$ cat src/rtl/button_step_ctrl.sv
// button_step_ctrl: sync+debounce step button into one-cycle step_pulse, sync switches, count steps; BUTTON_STEP_AUTO_REPEAT_EN adds held-button auto-repeat
module button_step_ctrl #(
  parameter int DEBOUNCE_CYCLES = 500000,
  parameter int SW_W = 6,
  parameter int REPEAT_DELAY = 25000000,
  parameter int REPEAT_PERIOD = 5000000
) (
  input  logic            fastclk,
  input  logic            rst,
  input  logic            btn_raw,
  input  logic [SW_W-1:0] sw_raw,
  output logic            step_pulse,
  output logic            btn_level,
  output logic [SW_W-1:0] sw_sync,
  output logic [15:0]     step_count
);
  localparam int CW = $clog2(DEBOUNCE_CYCLES);
  typedef enum logic [1:0] {IDLE, PRESS_WAIT, PRESSED, RELEASE_WAIT} state_t;
  state_t state, state_n;
  logic [1:0] bsync;
  logic s;
  logic [SW_W-1:0] sw_meta;
  logic [CW-1:0] cnt, cnt_n;
  logic cnt_done, pulse_n;
  if (DEBOUNCE_CYCLES < 2 || REPEAT_DELAY < 1 || REPEAT_PERIOD < 1) begin : g_bad_param
    $error("button_step_ctrl: parameter out of range");
  end
  assign s = bsync[1];
  assign cnt_done = cnt == CW'(DEBOUNCE_CYCLES - 1);
  assign btn_level = state == PRESSED || state == RELEASE_WAIT;
`ifdef BUTTON_STEP_AUTO_REPEAT_EN
  localparam int RW = $clog2((REPEAT_DELAY > REPEAT_PERIOD ? REPEAT_DELAY : REPEAT_PERIOD) + 1);
  logic [RW-1:0] rcnt, rcnt_n;
  logic rfirst, rfirst_n;
  always_ff @(posedge fastclk) begin
    if (rst) begin
      rcnt <= '0;
      rfirst <= 1'b0;
    end else begin
      rcnt <= rcnt_n;
      rfirst <= rfirst_n;
    end
  end
`endif
  always_comb begin
    state_n = state;
    cnt_n = cnt;
    pulse_n = 1'b0;
    case (state)
      IDLE: begin
        state_n = s ? PRESS_WAIT : IDLE;
        cnt_n = s ? '0 : cnt;
      end
      PRESS_WAIT: begin
        state_n = !s ? IDLE : cnt_done ? PRESSED : PRESS_WAIT;
        pulse_n = s && cnt_done;
        cnt_n = s && !cnt_done ? cnt + 1'b1 : cnt;
      end
      PRESSED: begin
        state_n = s ? PRESSED : RELEASE_WAIT;
        cnt_n = s ? cnt : '0;
      end
      default: begin
        state_n = s ? PRESSED : cnt_done ? IDLE : RELEASE_WAIT;
        cnt_n = !s && !cnt_done ? cnt + 1'b1 : cnt;
      end
    endcase
`ifdef BUTTON_STEP_AUTO_REPEAT_EN
    rcnt_n = rcnt;
    rfirst_n = rfirst;
    if (state != PRESSED && state_n == PRESSED) begin
      rcnt_n = '0;
      rfirst_n = 1'b1;
    end else if (state == PRESSED && state_n != PRESSED) begin
      rcnt_n = '0;
    end else if (state == PRESSED) begin
      if (rcnt == (rfirst ? RW'(REPEAT_DELAY - 1) : RW'(REPEAT_PERIOD - 1))) begin
        pulse_n = 1'b1;
        rcnt_n = '0;
        rfirst_n = 1'b0;
      end else begin
        rcnt_n = rcnt + 1'b1;
      end
    end
`endif
  end
  always_ff @(posedge fastclk) begin
    if (rst) begin
      bsync <= '0;
      sw_meta <= '0;
      sw_sync <= '0;
      state <= IDLE;
      cnt <= '0;
      step_pulse <= 1'b0;
      step_count <= '0;
    end else begin
      bsync <= {bsync[0], btn_raw};
      sw_meta <= sw_raw;
      sw_sync <= sw_meta;
      state <= state_n;
      cnt <= cnt_n;
      step_pulse <= pulse_n;
      step_count <= step_count + {15'd0, step_pulse};
    end
  end
endmodule

$ cat config.mk
export PLATFORM = sky130hd
export DESIGN_NAME = button_step_ctrl
export DESIGN_NICKNAME = d
export VERILOG_FILES = /design/src/rtl/button_step_ctrl.sv
export SDC_FILE = /design/constraint.sdc
export NUM_CORES = 1
export LEC_CHECK = 0
export BUFFER_PORTS_ARGS = -buffer_cell sky130_fd_sc_hd__buf_2
export CORE_UTILIZATION = 35
export CTS_BUF_LIST = sky130_fd_sc_hd__clkbuf_8
export DETAILED_ROUTE_END_ITERATION = 10
export SLEW_MARGIN = 10
export SYNTH_ARGS = -nofsm -noshare
export SYNTH_HDL_FRONTEND = slang
export SYNTH_SLANG_ARGS = --single-unit
$ cat constraint.sdc
create_clock -name fastclk -period 5.5 [get_ports fastclk]
set_clock_uncertainty 0.2 [all_clocks]
set_input_delay 1.1 -clock fastclk [delete_from_list [all_inputs] [get_ports fastclk]]
set_output_delay 1.1 -clock fastclk [all_outputs]
set_load 0.02 [all_outputs]
==> results.md <==
* Cell Chain, Critical Path: and4bb_1 -> nand4_2 -> o31ai_2 -> or2_2 -> o32ai_2
* Starting Density at between 30% and 40%
* Setup TNS at 0 ps
* Clock Path Buffers at 2
* Die width at around 80 um
* Post-Syn Nets at around 240
* TritonCTS clock tree: yes
* Synth async-reset ratio at 0%
* Post-Syn Area at between 2000 and 2500 um^2
* Post-Route WL at around 3700 um
* Post-synth EDFFs at 0
* Placer congestion estimate at just under 0.8
* Critical-path maximum fanout at 12
* Avg WL per Cell at about 11 um
* Yosys warns at 0
* Placed Cells at 330
* Unrepaired setup endpoints after global routing: false
* CP peak stage delay at 730 ps
* Hold depth at 1
* Final Hold Vio Count at 0
* DP HPWL at roughly 2600 um
* Final Util at 41.5%
* Sink Count at 52
* Die Footprint at roughly 6400 um^2
* Synth area leaders: dfxtp_1 (49%), xor2_1 (7.3%), nor2_1 (6.5%)
* DR iter-0 viols at 56
* Top FF cell, synth: dfxtp_1
* VDD IR max at approximately 0.00017 V
* Share of the synthesized area in the top cell type at about half
* Remaining DRCs at 0
* Setup crit start kind: register
* Final Setup Violations at 0
* Sequential fraction of the synthesis area at between 40% and 50%
* Total power at approximately 0.64 mW
* Post-DP Area at approximately 2400 um^2
* Post-Syn Instances at 231
* Most frequent cells after synthesis: dfxtp_1 (52), nor2_1 (37), xor2_1 (18), nor2b_1 (16), nand2_1 (15)
* Cts bufs inserted at 5
* Fin area at about 2500 um^2
* Clock-pin slew on the worst setup and hold paths at roughly 100 ps
* Pins Over Slew Limit at 0
* Hold Crit Start: sw_meta[2]
* Setup Fix Bufs, Post-CTS at 0
* Pre-antenna DRT Iters at 6
* Worst EP arrival at around 2300 ps
* Die Span Y at 80.3 um
* Fmax at around 430 MHz
* H-Tree Depth at 2
* Area leader, netlist: dfxtp_1
* Vias per inst at approximately 4.7
* Worst Setup SP: state[0]
* Reg2Reg Setup Slack at between 3000 and 4000 ps
* I/O Buffers at 32
* Max-cap viol count at 0
* DRT antenna net count at 0
* Leak Pwr at approximately 0.97 nW
* Reg2Reg Depth at 5
* First-pass GRT wire length at slightly above 6000 um
* Num ports at 33
* Std-Cell Rows at 28
* Slew margin rel. at 47.4%
* Period minus WS final at around 2300 ps
* Vias in the first global route at between 1,000 and 1,500
* Final Non-Filler Cells at around 340
* Critical path class: reg2reg
* Core ar. at just under 6000 um^2
* Mean Syn Cell Area at around 9.3 um^2
* Crit-path slowest cell: o31ai_2
* Cts hold-fix bufs at 0
* Worst Hold Class: reg2reg
* Area delta synth->final at 14.6%
* Hold Path Sink: sw_sync[2]
* Pin count of the biggest net entering global routing at 48
* Total GRT Usage at around 13%
* Synth unique cells at 37
* Critical R2R Launch: state[0]
* Worst EP required at between 5000 and 6000 ps
* Grt ovf at 0
* Clk_lat worst skew at slightly above 300 ps
* PwrDens at between 200 and 300 nW/um^2
* Initial antenna violation count at 0
* Antenna diodes at 0
* Worst setup EP type: register
* Status: completed
* FF+latch count, synth at 52
* Vias post-DR at around 1,600
* Root buf cell: clkbuf_8
* Fraction of layout instances using a drive strength above 1 at between 10% and 20%
* Reg2Reg Capture Point: cnt[3]
* Slew @ Worst Pin at roughly 800 ps
* Post-CTS sizing at 0
* Most frequent cell after synthesis: dfxtp_1
* # nets final at roughly 270
* Tcrit/Tclk final at a little over two fifths
==> state kept, by name (all words and copies together), names as in the netlist <==
signal / cells
step_pulse: 1
state: 2
sw_sync: 6
step_count: 16
bsync: 2
cnt: 19
sw_meta: 6
==> where the power goes <==
part / internal, mW / total (mW) / switching, mW / leakage (nW)
clock: 0.0963 / 0.233 / 0.137 / 0.0511
combinational: 0.00750 / 0.0205 / 0.0130 / 0.497
sequential: 0.381 / 0.383 / 0.00182 / 0.422
==> logic make-up (layout without fill, tap and decap cells) <==
kind of cell               count (synthesis)  after routing  share of synthesized area, %
DFF                                       52             52                          48.5
buffers and inverters                     12             44                          2.45
and+or+nand+nor                          118            118                          30.0
adders and majority gates                  3              3                          1.75
muxes                                      1              1                         0.466
xor gates and xnor gates                  25             25                          10.6
AOI/OAI and AO/OA                         20             20                          6.24
==> worst max-delay path, delay by kind of cell, from the launching register on <==
kind | cells | cell delay [ps]
compound gates | 2 | 800
flops | 1 | 490
simple gates | 3 | 690
==> final cells by class <==
| class | count | area (um^2) |
|---|---|---|
| Clock buffer | 5 | 68.8 |
| Clock inverter | 3 | 28.8 |
| Fill cell | 582 | 3460 |
| Inverter | 4 | 15.0 |
| Multi-Input combinational cell | 167 | 1050 |
| Sequential cell | 52 | 1040 |
| Tap cell | 75 | 93.8 |
| Timing Repair Buffer | 32 | 160 |
==> per-layer routing <==
layer,GRT usage [%],vias to the layer above,part of all wire (%),wire [um]
met5,0,-,0,0
met1,15.5,722,48,1780
met3,3.75,4,2.6,98
met2,20.2,21,49,1810
li1,-,844,-,-
met4,5.36,0,0.57,21
==> cell usage in the layout (no fill, tap or decap), types with 2 or more instances in the layout <==
cell / Yosys / routed
dfxtp_1: 52 / 52
nand3_1: 10 / 10
o31ai_1: 2 / 2
nand4_2: 2 / 2
o21ai_0: 6 / 6
clkbuf_8: 0 / 5
nor3_1: 2 / 2
nand3b_1: 2 / 2
xnor2_1: 6 / 6
ha_1: 3 / 3
inv_6: 0 / 2
inv_1: 4 / 4
or4_1: 2 / 2
nor2b_1: 16 / 16
and3_1: 6 / 6
nand2_1: 15 / 15
a21oi_1: 8 / 8
or2_2: 3 / 3
nor4_1: 2 / 2
nor2_1: 37 / 37
nand4_1: 8 / 8
nor3_2: 2 / 2
buf_2: 0 / 32
or3_1: 2 / 2
nand2b_1: 2 / 2
xor2_1: 18 / 18
nand4b_1: 2 / 2
==> metrics by stage <==
| stage | hold WS, ps | worst slack, ps |
|---|---|---|
| final | 247 | 3190 |
| after global routing | 265 | 3010 |
| after CTS | 251 | 3140 |
| after detailed placement | 226 | 2930 |
| after global placement | 217 | 2940 |
| after floorplan | 214 | 3340 |
==> how the worst max path moves through the flow <==
| stage | depth (start not counted) | slack [ps] | to |
|---|---|---|---|
| final | 5 | 3190 | cnt[3] |
| after global routing | 5 | 3010 | cnt[10] |
| after CTS | 5 | 3140 | cnt[3] |
| after detailed placement | 4 | 2930 | cnt[11] |
| after global placement | 4 | 2940 | cnt[11] |
| after floorplan | 4 | 3340 | cnt[1] |
Power figures use the tool's default switching activity.
